==> config.mk <==
export PLATFORM = sky130hd
export DESIGN_NAME = exec_seq
export DESIGN_NICKNAME = d
export VERILOG_FILES = /design/src/rtl/exec_seq.sv
export SDC_FILE = /design/constraint.sdc
export NUM_CORES = 1
export LEC_CHECK = 0
export ABC_CLOCK_PERIOD_IN_PS = 2450
export CAP_MARGIN = 20
export CORE_MARGIN = 2
export CORE_UTILIZATION = 35
export CTS_CLUSTER_DIAMETER = 100
export DETAILED_ROUTE_END_ITERATION = 10
export HOLD_SLACK_MARGIN = 0.15
export PLACE_DENSITY = 0.62
export SYNTH_ARGS = -nofsm -noshare
export SYNTH_HDL_FRONTEND = slang
export SYNTH_SLANG_ARGS = --single-unit
==> constraint.sdc <==
create_clock -name clk -period 2.45 [get_ports clk]
set_input_delay 0.3675 -clock clk [delete_from_list [all_inputs] [get_ports clk]]
set_output_delay 0.3675 -clock clk [all_outputs]
set_load 0.005 [all_outputs]
==> src/rtl/exec_seq.sv <==
// exec_seq: multi-cycle execution sequencer for the CPU datapath.
// Holds the PC, starts and awaits the ALU, and issues the data-memory and
// register write strobes in separate phases. A sticky trap is raised on an
// ALU error or when the ALU fails to answer within ALU_TIMEOUT cycles.
//
// Ports:
//   clk, rst        clock / synchronous active-high reset
//   run             enable instruction execution
//   alu_multi       current instruction uses a multi-cycle ALU op
//   mem_rd          current instruction is a load
//   dmem_we_in      raw data-memory write strobe from control
//   reg_we_in       raw register write strobe from control
//   alu_done        ALU result valid
//   alu_error       ALU error (valid with alu_done)
//   alu_emsg        ALU error code (valid with alu_done)
//   alu_start       one-cycle ALU start pulse
//   pc_en           PC advance enable, one cycle per retired instruction
//   dmem_we         gated data-memory write
//   reg_we          gated register write
//   busy            instruction in flight
//   trap            sticky fault indicator
//   trap_code       {timeout, emsg[1:0]}
//   retired         retired-instruction count
//
// state    | meaning
// ---------+--------------------------------------------------------------
// IDLE     | not executing, waiting for run
// EXEC     | instruction decoded; launches ALU if multi-cycle
// ALU_WAIT | waiting for alu_done, timeout counter running
// MEM      | data-memory phase, dmem_we allowed
// WB       | write-back phase, reg_we and pc_en allowed, retire
// TRAP     | sticky fault, left only through rst

module exec_seq #(
  parameter int ALU_TIMEOUT = 64,
  parameter int CNT_W       = 32
) (
  input  logic             clk,
  input  logic             rst,
  input  logic             run,
  input  logic             alu_multi,
  input  logic             mem_rd,
  input  logic             dmem_we_in,
  input  logic             reg_we_in,
  input  logic             alu_done,
  input  logic             alu_error,
  input  logic [1:0]       alu_emsg,
  output logic             alu_start,
  output logic             pc_en,
  output logic             dmem_we,
  output logic             reg_we,
  output logic             busy,
  output logic             trap,
  output logic [2:0]       trap_code,
  output logic [CNT_W-1:0] retired
);

  typedef enum logic [2:0] {
    S_IDLE,
    S_EXEC,
    S_ALU_WAIT,
    S_MEM,
    S_WB,
    S_TRAP
  } state_t;

  // Counter only needs to reach ALU_TIMEOUT-1.
  localparam int TW = (ALU_TIMEOUT > 2) ? $clog2(ALU_TIMEOUT) : 1;
  localparam logic [TW-1:0] T_LAST = TW'(ALU_TIMEOUT - 1);

  state_t        state;
  logic [TW-1:0] cnt;
  logic          need_mem;

  assign need_mem = mem_rd | dmem_we_in;

  always_ff @(posedge clk) begin
    if (rst) begin
      state     <= S_IDLE;
      cnt       <= '0;
      trap_code <= '0;
      retired   <= '0;
    end else begin
      case (state)
        S_IDLE: begin
          if (run) state <= S_EXEC;
        end
        S_EXEC: begin
          if (alu_multi) begin
            cnt   <= '0;
            state <= S_ALU_WAIT;
          end else if (need_mem) begin
            state <= S_MEM;
          end else begin
            state <= S_WB;
          end
        end
        S_ALU_WAIT: begin
          if (alu_done) begin
            if (alu_error) begin
              trap_code <= {1'b0, alu_emsg};
              state     <= S_TRAP;
            end else if (need_mem) begin
              state <= S_MEM;
            end else begin
              state <= S_WB;
            end
          end else if (cnt == T_LAST) begin
            // Last allowed wait cycle without alu_done: give up.
            trap_code <= 3'b100;
            state     <= S_TRAP;
          end else begin
            cnt <= cnt + 1'b1;
          end
        end
        S_MEM: begin
          state <= S_WB;
        end
        S_WB: begin
          retired <= retired + 1'b1;
          state   <= run ? S_EXEC : S_IDLE;
        end
        S_TRAP: begin
          state <= S_TRAP;
        end
        default: begin
          state <= S_IDLE;
        end
      endcase
    end
  end

  // Strobes are masked while rst is high so an abandoned instruction
  // never writes anything in the reset cycle.
  assign alu_start = !rst && (state == S_EXEC) && alu_multi;
  assign dmem_we   = !rst && (state == S_MEM) && dmem_we_in;
  assign reg_we    = !rst && (state == S_WB) && reg_we_in;
  assign pc_en     = !rst && (state == S_WB);
  assign busy      = (state == S_EXEC) || (state == S_ALU_WAIT) ||
                     (state == S_MEM) || (state == S_WB);
  assign trap      = (state == S_TRAP);

endmodule

=== After elaboration in Yosys (flattened, before gate mapping) ===
Cells that the tools add are included.

* Logic and storage cells: 50
* Bits in registers: 44
* Bits in read-only memories: 0
* Input port bits: 11
* RAM bits: 0
* Memories: 0
* Bits in latches: 0
* Output and inout port bits: 41

* Add/sub/neg operators: 2
* Reduce and logical (&&, ||, !) cells: 16
* Multiply operators: 0
* Shifts and indexed selects: 0
* Equality and inequality tests: 12
* $lt $le $gt $ge: 0
* Div/mod/pow operators: 0
* Multiplexer cells: 15
* Bitwise gates (word level): 1

{| class="wikitable"
|+ Operator list
! cell !! number
|-
| adder 32 x 1 -> 32 bit, second input constant || 1
|-
| two-way mux 3 bit || 9
|-
| two-way mux 6 bit || 3
|-
| one-hot mux 3 bit (6 select lines) || 1
|-
| one-hot mux 6 bit (2 select lines) || 1
|-
| != test 2 bit, second input constant || 4
|-
| adder 6 x 1 -> 6 bit, second input constant || 1
|-
| == test 3 x 2 -> 1 bit, second input constant || 2
|-
| == test 3 bit, second input constant || 2
|-
| == test 6 bit, second input constant || 1
|-
| logical AND 1 bit || 6
|-
| AND reduction 4 bit || 1
|-
| nonzero test 2 bit || 2
|-
| == test 3 x 1 -> 1 bit, second input constant || 1
|-
| zero test 3 bit || 1
|-
| logical OR 1 bit || 3
|-
| != test 3 bit, second input constant || 1
|-
| AND reduction 3 bit || 1
|-
| != test 2 x 1 -> 1 bit, second input constant || 1
|-
| AND reduction 2 bit || 1
|-
| zero test 1 bit || 1
|-
| two-way mux 1 bit || 1
|-
| OR 1 bit || 1
|}

=== Longest topological paths before layout ===
* Word-level depth: 5
* Depth in mapped cells: 7
* Mapped depth without buffers: 5

=== Worst setup path after synthesis ===
Ideal clock, no wire load.

* Kind: flip-flop to flip-flop
* Start point: register retired[3]
* End point: register retired[31]
* Slack: 0.451 ns
* Buffers on the path: 1
* Arrival time: 1.878 ns
* Data required time: 2.329 ns
* Library setup time: 0.121 ns
* Stages on the path, launching flop included: 6
* Period minus slack after synthesis: 1.999 ns
* Cell sequence: dfxtp_1 -> nand4_1 -> or4_1 -> buf_2 -> nor4_1 -> mux2_2

* Word-level cells in the longest chain between the ends: 1

{| class="wikitable"
|+ Ends and longest elaborated chain
! item !! RTL line !! source
|-
| from (decl) || 55 || <nowiki>output logic [CNT_W-1:0] retired</nowiki>
|-
| from (signal assigned) || 120 || <nowiki>retired <= retired + 1'b1;</nowiki>
|-
| adder 32 x 1 -> 32 bit || 120 ||
|}

Every way passes these cells.
A chain may end at the register's enable or synchronous reset.

=== Worst setup path after layout ===
* Start point: register state[0]
* End point: output alu_start

* Word-level cells in the longest chain between the ends: 3

{| class="wikitable"
|+ Ends and longest elaborated chain
! item !! RTL line !! source
|-
| from (decl) || 71 || <nowiki>state_t state;</nowiki>
|-
| from (signal assigned) || 121 || <nowiki>state <= run ? S_EXEC : S_IDLE;</nowiki>
|-
| == test 3 x 1 -> 1 bit || 135 || <nowiki>assign alu_start = !rst && (state == S_EXEC) && alu_multi;</nowiki>
|-
| logical AND 1 bit (2 in a row) || 135 ||
|-
| to (decl) || 48 || <nowiki>output logic alu_start,</nowiki>
|}

Every way passes these cells.

==> impl_metrics.yaml <==
status:
  status: "finished clean"
grt:
  grt-ovfl-total: 0
  grt_use_met3: 0.03307
  grt_pass1_wl_mm: 9.729
  top_usage_layer: "met2"
  grt_max_degree: 40
  track_usage: 0.1592
  grtUsageMet2: 0.2571
  gr-usage-met1: 0.2182
  grt_pass1_vias: 2144
  grt_antenna_before_repair: 0
cts:
  cts_tree: "done"
  htree_levels: 2
  max-clock-path-buffers: 2
  numCtsBuffers: 5
  cts.repair.resized: 0
  clock_latency_ns: 0.29
  hold_buffers: 0
  cts_setup_buffers: 0
  clk_pin_slew_ns: 0.08
  clockRootBuffer: "clkbuf_8"
  cts.sinks: 44
floorplanning:
  die_h_um: 85.26
  coreArea_sq_mm: 0.006350
  die_w_um: 85.26
  io_pins: 52
  row_count: 29
  die-area_sq_mm: 0.007268
  start_util: 0.3639
setup_path:
  cp-start-kind: "flip-flop"
  crit_fanout: 12
  cp.arrival_ns: 1.91
  endpoint_kind: "output port"
  critPathRequiredTime_ns: 2.08
  crit_type: "flip-flop to output port"
layout:
  n_fill_cell: 645
  fin_nets: 348
  syn2layout_area_growth_pct: 30.05
  final_area_sq_mm: 0.003005
  final_cells: 413
  layout_common_cells: "clkdlybuf4s50_1 (51), dfxtp_1 (44), a21oi_1 (27)"
  layout_commonest_cell: "clkdlybuf4s50_1"
  drive_gt1_frac: 0.06845
  num_antenna_cells: 0
detailed_routing:
  vias_per_cell: 5.574
  drc: 0
  dr.pass1.iters: 4
  drt-wirelength-per-cell_um: 13.77
  vias: 2302
  drtIter0Drc: 112
  postRouteAntennaNets: 0
  wirelength_mm: 5.688
synthesis:
  synth-warning-count: 0
  synth_ff_type: "dfxtp_1"
  synthArstFlopShare: 0
  ys_seq_area_frac: 0.3812
  ys_seq_elements: 44
  synth.avg_cell_area_sq_um: 8.080
  synth_nets: 299
  syn_inst: 286
  synth-edff-count: 0
  ys_types: 45
  synth_area_sq_mm: 0.002311
pwr:
  combPwrFrac: 0.098
  p_leak_uw: 0.0009425
  ir_drop_mv: 0.2378
  clockPowerShare: 0.359
  total_power_uw: 1336
  p_per_area_mw_per_mm2: 444.6
  switching_share: 0.2429
  power_switching_uw: 324.5
  intPower_uw: 1012
  power_frac_seq: 0.543
place:
  numPortBuffers: 51
  place_area_sq_mm: 0.002915
  hpwl_mm: 3.943
  gp_congestion: 0.8352
  place_ws_ns: 0.2895
  dp.cells: 405
sta:
  fin_crit_ns: 2.278
  skew_ns: 0.007382
  fin_crit_sh: 0.9297
  setup_viol: 0
  rsz0062_at_grt: "no"
  setup_ws_ns: 0.1722
  slew_headroom: 0.6305
  hold_violations: 0
  drv_slew: 0
  worst-slew-pin-transition_ns: 0.5542
  fin_setup_tns_ns: 0
  fmax_mhz: 439.0
hold_path:
  hp-class: "flip-flop to flip-flop"
run:
  maxCapViolCount: 0
==> state kept, by name, indices dropped and copies added, names as in the netlist <==
register and flops:
cnt 6, retired 32, state 3, trap_code 3
==> critical path, stage by stage, from the launching register on <==
cell             delay [ns]
dfxtp_1                0.33
buf_4                  0.17
nor3b_1                0.24
nand2_1                0.22
nor2_1                 0.14
clkdlybuf4s50_1        0.51
==> logic make-up after synthesis <==
logic type	after synthesis	share of synthesized area
flip-flops	44	0.3812
AO/OA/AOI/OAI	70	0.1917
XOR/XNOR	10	0.03790
AND/OR/NAND/NOR	125	0.3048
adder cells (fa/ha/maj)	2	0.01083
buffers and inverters	31	0.05468
multiplexers	4	0.01895
==> through the flow <==
step | hold WS [ns] | utilization
floorplan | 0.4607 | -
global placement | 0.4741 | 0.4591
detailed placement | 0.4800 | 0.4591
CTS | 0.4913 | 0.4733
global route | 0.5234 | 0.4733
finish | 0.4905 | 0.4733
==> path summary, 6_finish.rpt <==
check,start,endpoint,slack [ns],depth (start not counted)
worst max register to register,retired[4],retired[31],0.30,5
worst max-delay path,state[0],alu_start,0.17,5
worst min register to register,retired[1],retired[1],0.49,2
worst min-delay path,retired[1],retired[1],0.49,2
==> cells in the mapped netlist (2+ instances only) <==
library cell	count	area (sq um)
nor4_1	4	25.02
and3_1	6	37.54
nor3_1	2	10.01
buf_2	4	20.02
a41oi_1	2	17.52
o21ai_0	10	50.05
a21oi_1	27	135.1
nor2_1	24	90.09
ha_1	2	25.02
or4_1	15	112.6
clkbuf_1	14	52.55
or3b_1	2	17.52
nor3b_1	2	15.01
and2_1	2	12.51
mux2_2	3	33.78
o31ai_1	16	120.1
xor2_1	5	43.79
or3_1	7	43.79
a31oi_1	3	18.77
nand4_1	12	75.07
and4_1	4	35.03
nor2b_1	2	12.51
nand3_1	18	90.09
xnor2_1	5	43.79
dfxtp_1	44	880.8
inv_1	11	41.29
or2_2	2	12.51
a21o_1	2	15.01
o311ai_0	3	26.28
nand2_1	18	67.56
==> final cells by class <==
class / count / area, sq um / area share
multi-input combinational: 211 / 1304 / 0.4338
sequential: 44 / 880.8 / 0.2931
timing repair buffer: 62 / 593.1 / 0.1973
tap: 77 / 96.34 / 0.03206
clock buffer: 8 / 90.09 / 0.02998
inverter: 11 / 41.29 / 0.01374
==> power by group through the flow <==
stage,Sequential [uW],Combinational (uW),Clock [uW]
after floorplan,742,69.5,0
after global placement,742,132,0
after detailed placement,742,131,0
after CTS,725,132,494
after global routing,726,146,521
final,725,131,480
==> metal layers <==
layer | part of all wire | vias up
li1 | - | 1166
met1 | 0.48 | 1080
met4 | 0.0079 | 0
met3 | 0.039 | 6
met5 | 0 | -
met2 | 0.48 | 50
Note: power is estimated with default switching activity, not from simulation.
